==> src/rtl/pls_pkg.sv <==
// Shared types and constants for the 10BASE-T PLS transmit and receive halves.
package pls_pkg;

    typedef enum logic [1:0] {
        IDLE = 2'd0,
        ARM  = 2'd1,
        DATA = 2'd2
    } rx_state_e;

    typedef enum logic [1:0] {
        SP_VIOL = 2'd0,
        SP_BND  = 2'd1,
        SP_MID  = 2'd2
    } sp_class_e;

    localparam int unsigned TC_W = 5;
    typedef logic [TC_W-1:0] tcount_t;

    // Transition spacing windows, in 80 MHz samples.
    localparam tcount_t SP_BND_MIN = 5'd3;
    localparam tcount_t SP_BND_MAX = 5'd5;
    localparam tcount_t SP_MID_MIN = 5'd6;
    localparam tcount_t SP_MID_MAX = 5'd10;
    localparam tcount_t SP_QUIET   = 5'd12;
    localparam tcount_t TC_SAT     = 5'd31;

    localparam int unsigned NLP_PERIOD_CYC = 320000;

    function automatic tcount_t tc_inc(input tcount_t t);
        return (t == TC_SAT) ? t : t + 5'd1;
    endfunction

    function automatic sp_class_e sp_class(input tcount_t t);
        if (t >= SP_MID_MIN && t <= SP_MID_MAX) return SP_MID;
        if (t >= SP_BND_MIN && t <= SP_BND_MAX) return SP_BND;
        return SP_VIOL;
    endfunction

endpackage

==> src/rtl/pls_rx_edge.sv <==
// Transition finder over the 5-sample window {held sample, rxd_in[3:0]}.
// Index k is the k-th position in time order (0 = oldest).
module pls_rx_edge (
    input  logic       prev_i,
    input  logic [3:0] rxd_i,
    output logic [3:0] trans_o,
    output logic [3:0] lvl_o
);

    logic [4:0] win;

    assign win = {prev_i, rxd_i};

    always_comb begin
        trans_o = '0;
        lvl_o   = '0;
        for (int k = 0; k < 4; k++) begin
            trans_o[k] = win[4-k] ^ win[3-k];
            lvl_o[k]   = win[3-k];
        end
    end

endmodule

==> src/rtl/pls_rx.sv <==
// 10BASE-T PLS receiver: Manchester decode, carrier sense and NLP link integrity.
module pls_rx #(
    parameter int unsigned LINK_MIN_CYC = 40000,
    parameter int unsigned LINK_MAX_CYC = 2000000,
    parameter int unsigned LINK_PULSES  = 2
) (
    input  logic       clk_20mhz,
    input  logic       rst_i,
    input  logic [3:0] rxd_in,
    output logic       rxd_out,
    output logic       rxd_valid,
    output logic       carrier,
    output logic       rx_err,
    output logic       link_ok
);

    import pls_pkg::*;

    localparam int unsigned LCW = $clog2(LINK_MAX_CYC + 1);
    localparam int unsigned GDW = $clog2(LINK_PULSES + 1);
    localparam logic [LCW-1:0] LINK_MIN_V = LCW'(LINK_MIN_CYC);
    localparam logic [LCW-1:0] LINK_MAX_V = LCW'(LINK_MAX_CYC);
    localparam logic [GDW-1:0] GOOD_MAX_V = GDW'(LINK_PULSES);

    rx_state_e      state_q, state_d;
    tcount_t        tcount_q, tcount_d;
    logic [1:0]     acq_q, acq_d;
    logic           prev_q;
    logic           rxd_out_q, rxd_valid_q, carrier_q, rx_err_q, link_ok_q;
    logic           rxd_out_d, link_ok_d;
    logic [LCW-1:0] link_cnt_q, link_cnt_d;
    logic [GDW-1:0] good_q, good_d;

    logic [3:0]     trans, lvl;
    logic           emit_d, bit_d, err_d, nlp_d, stop_c;

    pls_rx_edge u_edge (
        .prev_i  (prev_q),
        .rxd_i   (rxd_in),
        .trans_o (trans),
        .lvl_o   (lvl)
    );

    // Walk the four positions oldest-first; state carries across positions.
    always_comb begin
        state_d  = state_q;
        tcount_d = tcount_q;
        acq_d    = acq_q;
        emit_d   = 1'b0;
        bit_d    = 1'b0;
        err_d    = 1'b0;
        nlp_d    = 1'b0;
        stop_c   = 1'b0;
        for (int k = 0; k < 4; k++) begin
            if (!stop_c) begin
                tcount_d = tc_inc(tcount_d);
                case (state_d)
                    IDLE: begin
                        if (trans[k] && lvl[k]) begin
                            tcount_d = '0;
                            acq_d    = 2'd1;
                            state_d  = ARM;
                        end
                    end
                    ARM: begin
                        if (trans[k]) begin
                            if (sp_class(tcount_d) == SP_MID) begin
                                tcount_d = '0;
                                acq_d    = acq_d + 2'd1;
                                if (acq_d == 2'd3) state_d = DATA;
                            end else begin
                                state_d = IDLE;
                            end
                        end else if (tcount_d > SP_QUIET) begin
                            // A lone high pulse of preamble width followed by silence is an NLP.
                            if (acq_d == 2'd2 && !lvl[k]) nlp_d = 1'b1;
                            state_d = IDLE;
                        end
                    end
                    DATA: begin
                        if (trans[k]) begin
                            case (sp_class(tcount_d))
                                SP_MID: begin
                                    emit_d   = 1'b1;
                                    bit_d    = lvl[k];
                                    tcount_d = '0;
                                end
                                SP_BND: begin
                                end
                                default: begin
                                    err_d   = 1'b1;
                                    state_d = IDLE;
                                    stop_c  = 1'b1;
                                end
                            endcase
                        end else if (tcount_d > SP_QUIET) begin
                            if (!lvl[k]) err_d = 1'b1;
                            state_d = IDLE;
                        end
                    end
                    default: state_d = IDLE;
                endcase
            end
        end
    end

    assign rxd_out_d = emit_d ? bit_d : rxd_out_q;

    always_comb begin
        link_cnt_d = link_cnt_q;
        good_d     = good_q;
        link_ok_d  = link_ok_q;
        if (link_cnt_q != LINK_MAX_V) link_cnt_d = link_cnt_q + LCW'(1);
        if (link_cnt_q == LINK_MAX_V) begin
            good_d    = '0;
            link_ok_d = 1'b0;
        end
        if (nlp_d) begin
            if (link_cnt_q >= LINK_MIN_V) begin
                if (good_d != GOOD_MAX_V) good_d = good_d + GDW'(1);
            end else begin
                good_d = '0;
            end
            link_cnt_d = '0;
        end
        if (carrier_q) link_cnt_d = '0;
        if (good_d == GOOD_MAX_V) link_ok_d = 1'b1;
    end

    always_ff @(posedge clk_20mhz) begin
        if (rst_i) begin
            state_q     <= IDLE;
            tcount_q    <= '0;
            acq_q       <= '0;
            prev_q      <= 1'b0;
            rxd_out_q   <= 1'b0;
            rxd_valid_q <= 1'b0;
            carrier_q   <= 1'b0;
            rx_err_q    <= 1'b0;
            link_cnt_q  <= '0;
            good_q      <= '0;
            link_ok_q   <= 1'b0;
        end else begin
            state_q     <= state_d;
            tcount_q    <= tcount_d;
            acq_q       <= acq_d;
            prev_q      <= rxd_in[0];
            rxd_out_q   <= rxd_out_d;
            rxd_valid_q <= emit_d;
            carrier_q   <= (state_d == DATA);
            rx_err_q    <= err_d;
            link_cnt_q  <= link_cnt_d;
            good_q      <= good_d;
            link_ok_q   <= link_ok_d;
        end
    end

    assign rxd_out   = rxd_out_q;
    assign rxd_valid = rxd_valid_q;
    assign carrier   = carrier_q;
    assign rx_err    = rx_err_q;
    assign link_ok   = link_ok_q;

endmodule

==> config.mk <==
export PLATFORM = sky130hd
export DESIGN_NAME = pls_rx
export DESIGN_NICKNAME = d
export VERILOG_FILES = /design/src/rtl/pls_pkg.sv /design/src/rtl/pls_rx_edge.sv /design/src/rtl/pls_rx.sv
export SDC_FILE = /design/constraint.sdc
export NUM_CORES = 1
export LEC_CHECK = 0
export CORE_MARGIN = 3
export CORE_UTILIZATION = 33
export CTS_BUF_LIST = sky130_fd_sc_hd__clkbuf_8
export CTS_CLUSTER_DIAMETER = 80
export DETAILED_ROUTE_END_ITERATION = 12
export GPL_TIMING_DRIVEN = 0
export REMOVE_ABC_BUFFERS = 1
export SKIP_CTS_REPAIR_TIMING = 1
export SLEW_MARGIN = 20
export SYNTH_ARGS = -nofsm -noshare
export SYNTH_HDL_FRONTEND = slang
export SYNTH_HIERARCHICAL = 1
export SYNTH_SLANG_ARGS = --single-unit
==> constraint.sdc <==
create_clock -name clk_20mhz -period 19.25 [get_ports clk_20mhz]
set_input_delay 3.85 -clock clk_20mhz [delete_from_list [all_inputs] [get_ports clk_20mhz]]
set_output_delay 3.85 -clock clk_20mhz [all_outputs]
set_load 0.02 [all_outputs]
After elaboration in Yosys (flattened, before gate mapping)
Index checks and enable logic that the tools add are counted.
{"block": "classes", "n_addsub": 10, "magnitude_cmp": 21, "n_mux": 275, "n_eq_ne": 37, "shift": 0, "n_reduce_logical": 30, "mul": 0, "n_div": 0, "n_bitwise": 4}
{"operator": "$mux W2", "count": 96}
{"operator": "$mux W1", "count": 140}
{"operator": "$mux W5", "count": 27}
{"operator": "$pmux W5 S3", "count": 4}
{"operator": "$eq A2 B2 Y1 const B", "count": 22}
{"operator": "$pmux W2 S3", "count": 4}
{"operator": "$add A21 B1 Y21 const B", "count": 1}
{"operator": "$eq A21 B21 Y1 const B", "count": 1}
{"operator": "$ge A21 B16 Y1 const B", "count": 1}
{"operator": "$ne A21 B21 Y1 const B", "count": 1}
{"operator": "$add A5 B1 Y5 const B", "count": 4}
{"operator": "$eq A5 B5 Y1 const B", "count": 4}
{"operator": "$ge A5 B2 Y1 const B", "count": 4}
{"operator": "$ge A5 B3 Y1 const B", "count": 4}
{"operator": "$gt A5 B4 Y1 const B", "count": 4}
{"operator": "$le A5 B3 Y1 const B", "count": 4}
{"operator": "$le A5 B4 Y1 const B", "count": 4}
{"operator": "$eq A2 B1 Y1 const B", "count": 8}
{"operator": "$logic_and A1 B1 Y1", "count": 16}
{"operator": "$pmux W2 S2", "count": 4}
{"operator": "$add A2 B1 Y2 const B", "count": 5}
{"operator": "$logic_not A2 Y1", "count": 4}
{"operator": "$reduce_or A2 Y1", "count": 4}
{"operator": "$logic_not A1 Y1", "count": 4}
{"operator": "other kinds (4)", "count": 7}
{"block": "word_totals", "n_memories": 0, "register_bits": 38, "latchBits": 0, "mem_bits_rw": 0, "mem_bits_ro": 0}

Logic depth before layout (Yosys ltp)
{"block": "depth", "word_depth": 86, "ltp_mapped": 38, "depth_no_buf": 36}

Cells and area by module
Netlist, hierarchy kept.
{"module": "pls_rx", "area_each_um2": 4520.6, "seq_area_each_um2": 760.7, "instances": 1, "cells_per_inst": 619}
{"module": "pls_rx_edge", "area_each_um2": 65.1, "seq_area_each_um2": 0.0, "instances": 1, "cells_per_inst": 8}

Worst setup path after synthesis
Ideal clock, no wire load.
{"block": "synth_path", "path_kind": "input to register", "from": "input rxd_in[3]", "to": "register link_cnt_q[13]", "setup_time_ns": 0.064, "arrival_time_ns": 10.797, "cell_stages": 35, "n_path_buf": 5, "path_slack_ns": 8.389, "required_ns": 19.186, "cell_sequence": "xor2_1 -> clkbuf_1 -> nand2_1 -> or3_1 -> o31ai_4 -> buf_2 -> nor2_1 -> ha_1 -> clkbuf_1 -> nand2_1 -> a211oi_1 -> mux2_2 -> o311ai_1 -> o31a_1 -> a31oi_1 -> nand2_1 -> ha_1 -> clkbuf_1 -> o2111a_1 -> a31oi_1 -> o21ai_0 -> a222oi_1 -> nand3_2 -> a31o_2 -> o21ai_2 -> inv_1 -> ha_1 -> inv_1 -> o211ai_1 -> o221ai_1 -> nand3b_1 -> a41o_1 -> or3_1 -> buf_2 -> nor2_1"}
{"block": "synth_between", "elab_chain_len": 50, "elab_cells_between_ends": 190, "cone_classes": "add/sub: 5; order compare: 11; eq/ne: 19; mux: 137; bitwise: 2; reduce/logical: 16"}
{"item": "start, declared", "line": "pls_rx.sv:9", "source": "input logic [3:0] rxd_in,"}
{"item": "$xor A1 B1 Y1", "line": "pls_rx_edge.sv:18", "source": "trans_o[k] = win[4-k] ^ win[3-k];"}
{"item": "$logic_and A1 B1 Y1", "line": "pls_rx.sv:59", "source": "if (trans[k] && lvl[k]) begin"}
{"item": "$mux W5", "line": "pls_rx.sv:59"}
{"item": "$pmux W5 S3", "line": "pls_rx.sv:57", "source": "case (state_d)"}
{"item": "$add A5 B1 Y5 or $eq A5 B5 Y1 (tied branches)", "line": "pls_pkg.sv:30", "source": "return (t == TC_SAT) ? t : t + 5'd1;"}
{"item": "$mux W5", "line": "pls_pkg.sv:30"}
{"item": "$ge A5 B2 Y1 or $le A5 B3 Y1 (tied branches)", "line": "pls_pkg.sv:35", "source": "if (t >= SP_BND_MIN && t <= SP_BND_MAX) return SP_BND;"}
{"item": "$logic_and A1 B1 Y1", "line": "pls_pkg.sv:35"}
{"item": "(+34 left out)"}
{"item": "$add A5 B1 Y5, or another cell as far along", "line": "pls_pkg.sv:30"}
{"item": "$mux W5 or $logic_and A1 B1 Y1 (tied branches)", "line": "pls_pkg.sv:30, pls_rx.sv:76"}
{"item": "$gt A5 B4 Y1 or $mux W1 (tied branches)", "line": "pls_rx.sv:74, pls_rx.sv:76"}
{"item": "$mux W1", "line": "pls_rx.sv:74", "source": "end else if (tcount_d > SP_QUIET) begin"}
{"item": "$mux W1", "line": "pls_rx.sv:66", "source": "if (trans[k]) begin"}
{"item": "$mux W1", "line": "pls_rx.sv:57"}
{"item": "$mux W1 (*)", "line": "pls_rx.sv:55", "source": "if (!stop_c) begin"}
{"item": "$reduce_or A3 Y1 (no line) (*)"}
{"item": "end signal, assigned", "line": "pls_rx.sv:152", "source": "link_cnt_q <= link_cnt_d;"}
{"item": "end, declared", "line": "pls_rx.sv:31", "source": "logic [LCW-1:0] link_cnt_q, link_cnt_d;"}
Every way passes the cells marked *; elsewhere a longest branch is shown, timed or not. The select of a mux whose other input is x is not followed.
A chain may end at the register's enable or synchronous reset.

Worst setup path after layout
{"block": "layout_path", "from": "input rxd_in[3]", "to": "register link_cnt_q[2]"}
{"block": "layout_between", "elab_chain_len": 50, "elab_cells_between_ends": 190, "cone_classes": "add/sub: 5; order compare: 11; eq/ne: 19; mux: 137; bitwise: 2; reduce/logical: 16"}
{"item": "$xor A1 B1 Y1 (*)", "line": "pls_rx_edge.sv:18"}
{"item": "named net trans[0]", "line": "pls_rx.sv:34", "source": "logic [3:0] trans, lvl;"}
{"item": "$logic_and A1 B1 Y1", "line": "pls_rx.sv:59"}
{"item": "$mux W5", "line": "pls_rx.sv:59"}
{"item": "$pmux W5 S3", "line": "pls_rx.sv:57"}
{"item": "$add A5 B1 Y5 or $eq A5 B5 Y1 (tied branches)", "line": "pls_pkg.sv:30"}
{"item": "$mux W5", "line": "pls_pkg.sv:30"}
{"item": "$ge A5 B2 Y1 or $le A5 B3 Y1 (tied branches)", "line": "pls_pkg.sv:35"}
{"item": "(+35 left out)"}
{"item": "$add A5 B1 Y5, or another cell as far along", "line": "pls_pkg.sv:30"}
{"item": "$mux W5 or $logic_and A1 B1 Y1 (tied branches)", "line": "pls_pkg.sv:30, pls_rx.sv:76"}
{"item": "$gt A5 B4 Y1 or $mux W1 (tied branches)", "line": "pls_rx.sv:74, pls_rx.sv:76"}
{"item": "$mux W1", "line": "pls_rx.sv:74"}
{"item": "$mux W1", "line": "pls_rx.sv:66"}
{"item": "$mux W1", "line": "pls_rx.sv:57"}
{"item": "$mux W1 (*)", "line": "pls_rx.sv:55"}
{"item": "$reduce_or A3 Y1 (no line) (*)"}
Mark *: on every way through the listed nets, which the timed path passes. The rest lies on a longest branch. The select of a mux whose other input is x is not followed.

==> metrics list <==
- The clock network accounts for 8.4% of the total power.
- Share of synthesized flip-flops with an asynchronous set or reset: 0%
* Most prevalent standard cell on the critical path: sky130_fd_sc_hd__inv_1
- Power spread over the standard cell area amounts to 135.4 nW/µm².
* Detailed router's first-iteration violation count: 483
- Summed over all layers, the routed wires come to 12.47 mm.
- For this run, the leading register cell type out of synthesis is sky130_fd_sc_hd__dfxtp_1.
* CTS root buf: sky130_fd_sc_hd__clkbuf_8
* Minimum period implied by the final worst setup slack: 13.08 ns
- Final HPWL from detailed placement: 9.588 mm
- Worst vdd rail ir drop: 0.1444 mV
* Synthesized area per cell: 7.314 µm²
- For the pin with the worst max-slew slack, the measured transition is 1.114 ns.
- Nets: 649
- After routing, the total negative slack on setup checks comes to 0 ns.
- Total GRT Usage: 16.55%
* Number of buffer and inverter stages on the critical path: 5
- Maximum fanout along the worst path: 21
* Setup repair after global routing missed its margin: false
* Post-route cell area: 4832 µm²
* Top post-synthesis cells by count: 72 x sky130_fd_sc_hd__nor2_1, 61 x sky130_fd_sc_hd__nand2_1, 38 x sky130_fd_sc_hd__dfxtp_1
- Measured along the x axis, the die boundary spans 123.9 µm.
- Summed over all layers, the global routing overflow is 0.
* Crit share post-route: 67.96%
- Area of the die: 15350 µm²
* Top cell type by total area after synthesis: sky130_fd_sc_hd__dfxtp_1
- Post-synthesis instance area: 4586 µm²
* Synth top area cells: sky130_fd_sc_hd__dfxtp_1 17%, sky130_fd_sc_hd__ha_1 8.5%, sky130_fd_sc_hd__nor2_1 5.9%, sky130_fd_sc_hd__nand2_1 5.0%, sky130_fd_sc_hd__xor2_1 3.4%
- On the final layout, the worst clock skew is 0.001964 ns.
- No sink is reached through more buffers than the 2 on the longest clock path.
- Gate power share: 77.1%
- Clock buffer count from CTS: 5
- Pre-antenna DRT Iters: 5
* CTS sink count: 38
- Count of final max-slew check failures: 0
- Synthesis Warnings: 6
- After floorplanning, the core was divided into 42 placement rows.
- TritonCTS clock tree: yes
* Sequential share of power: 14.6%
- In the routed design, unresolved DRC markers number 0.
- 0 antenna diodes ended up in the layout.
- Kind of cell with the highest combined delay on the critical path: compound AO/OA/AOI/OAI gates
- In the routed layout, each cell is associated on average with a via count of 5.928.
* Register area share after synthesis: 16.59%
* Setup Crit Path Kind: primary input to flop
- Effective utilization at floorplan: 34.22%
- At the worst endpoint, the required time is 19.47 ns.
* Cell internal pwr: 0.0003014 W
- For this design the top-level I/O count stands at 11.
* First-pass GRT wire length: 21.19 mm
* Clock latency of the later-clocked register in the worst-skew pair: 0.29 ns
- After clock tree synthesis, the clock-pin slew on the worst setup and hold paths is 0.07 ns.
- Critical path capture point type: flop
- Compared with the post-synthesis result, the final layout area differs by 5.375%.
- Sequential cell area: 760.7 µm²
- Counting every instance in the synthesized netlist gives 627.
- The H-tree was split into 2 levels.
- Top-count cell post-synth: sky130_fd_sc_hd__nor2_1
- In the final layout, the multi-input gates occupy 3525 µm².
- Total net switching power: 0.0003530 W
- Worst rel slew slack: 24.76%
- # port buffers: 10
- The floorplan step defined a core boundary enclosing 13400 µm².
- Number of global-route vias before repair: 4369
- Worst-case register-to-register setup slack: 8.62 ns
- Antenna violations before repair: 0
* Status: complete, no violations
* Final Total Pwr: 0.0006544 W
- The tool flagged a number of max-cap violations equal to 0.
- Type of origin of the critical path: primary input
- Hold Fails Final Rpt: 0
* Detailed-route via count: 4677
- Post-synthesis sequential element count: 38
- Setup-failing EPs final: 0
* Vertical die dimension: 123.9 µm
- Worst min-delay path category: flop to flop
* Largest net degree at the start of global routing: 22
- Cell with the largest stage delay on the worst path: sky130_fd_sc_hd__o311ai_0
* Leakage power of the design: 1.899 nW
- Summing all placed instances gives a cell area of 4741 µm².
- Share of Yosys cell area claimed by the top area cell type: 16.59%
- The synthesized design contains 0 enable-type register cells.
- Switching part of the total: 53.94%
- Ratio of cells with drive above 1 in the final layout: 6.688%
- Count of unique library cells instantiated by Yosys: 89
* Delay of the slowest critical-path stage: 0.95 ns
- Counting the fill cells in the layout gives 1374.
- In this run the remaining antenna-violating nets after routing total 0.
- GPL Wtd Cong: 0.8921
- Static timing analysis puts the maximum clock frequency at 0.07644 GHz.
- Data arrives at the worst endpoint at 13.30 ns.
- Dividing the detail-routed wire length by the instance count gives 15.80 µm.
-- power groups by stage --
stage               combinational (W)  sequential [W]  clock (W)
floorplan                    0.000385       0.0000935          0
global placement             0.000478       0.0000971          0
detailed placement           0.000490       0.0000973          0
CTS                          0.000493       0.0000954  0.0000569
global route                 0.000554       0.0000967  0.0000607
finish                       0.000504       0.0000953  0.0000548
-- kinds of logic (layout without fill, tap and decap cells) --
family          Yosys count  count (layout)  synth area share [%]
mux                       9               9                 2.101
fa+ha+maj                31              31                 8.458
compound gates          198             198                 33.23
buf+inv                  68              54                 6.548
flops                    38              38                 16.59
simple gates            253             253                 27.18
xor+xnor                 30              30                 5.894
-- worst paths after layout --
kind,depth (start not counted),from,endpoint
hold reg to reg,2,link_ok,link_ok
setup / recovery,30,rxd_in[3],link_cnt_q[2]
setup reg to reg,33,tcount_q[0],link_cnt_q[2]
hold / removal,2,link_ok,link_ok
-- layout make-up --
class | count | share of cell area, %
Timing Repair Buffer | 10 | 2.071
Tap cell | 176 | 4.557
Clock inverter | 2 | 0.1813
Sequential cell | 38 | 15.74
Multi-Input combinational cell | 521 | 72.94
Inverter | 36 | 2.796
Clock buffer | 6 | 1.709
-- stage by stage --
| stage | worst slack, ns | utilization, % | std cells | hold WS (ns) |
|---|---|---|---|---|
| global placement | 6.146 | 35.38 | 781 | 0.4800 |
| detailed placement | 6.035 | 35.38 | 781 | 0.4779 |
| floorplan | 8.361 | - | 595 | 0.4909 |
| CTS | 6.309 | 36.06 | 789 | 0.4920 |
| global route | 5.423 | 36.06 | 789 | 0.5348 |
| finish | 6.167 | 36.06 | 789 | 0.4889 |
-- worst register-to-register path: cells and delay by family (launching register included) --
family	cells	cell delay, ns
AND/OR/NAND/NOR	6	1.70
flip-flops	1	0.65
buffers and inverters	3	0.41
AO/OA/AOI/OAI	20	6.30
adder cells (fa/ha/maj)	4	1.50
-- sequential cells by signal, summed over array words and instances, names as in the netlist --
name and flops:
good_q 2, acq_q 2, state_q 2, carrier 1
link_ok 1, rxd_out 1, tcount_q 5, rx_err 1
link_cnt_q 21, rxd_valid 1, prev_q 1
-- layer usage --
layer / track usage [%] / routed length [µm] / vias to the layer above
met4: 5.052 / 233 / 0
met5: 0 / 0 / -
met2: 27.27 / 5785 / 146
met1: 22.94 / 5967 / 2224
met3: 1.362 / 479 / 21
li1: - / - / 2286
-- layout by cell type, fill, tap and decap left out, drive strengths merged, types with 4 or more instances in the layout --
master	n
or3	10
and3	9
nor4	6
o221ai	4
nor2	72
o21ai	30
nand2b	10
a2111oi	5
dfxtp	38
inv	37
clkbuf	6
nand2	61
nor2b	4
clkdlybuf4s50	10
a31oi	14
and2	9
a21oi	32
a211oi	6
o21a	9
nand3	25
xor2	19
a211o	4
o22ai	7
a221oi	5
o31a	6
nor3	18
o311ai	4
mux2	5
o211a	4
a21o	14
o31ai	9
xnor2	11
mux2i	4
nand4	9
a21boi	6
a31o	5
or2	5
o211ai	5
ha	31
(Power assumes the default switching activity.)
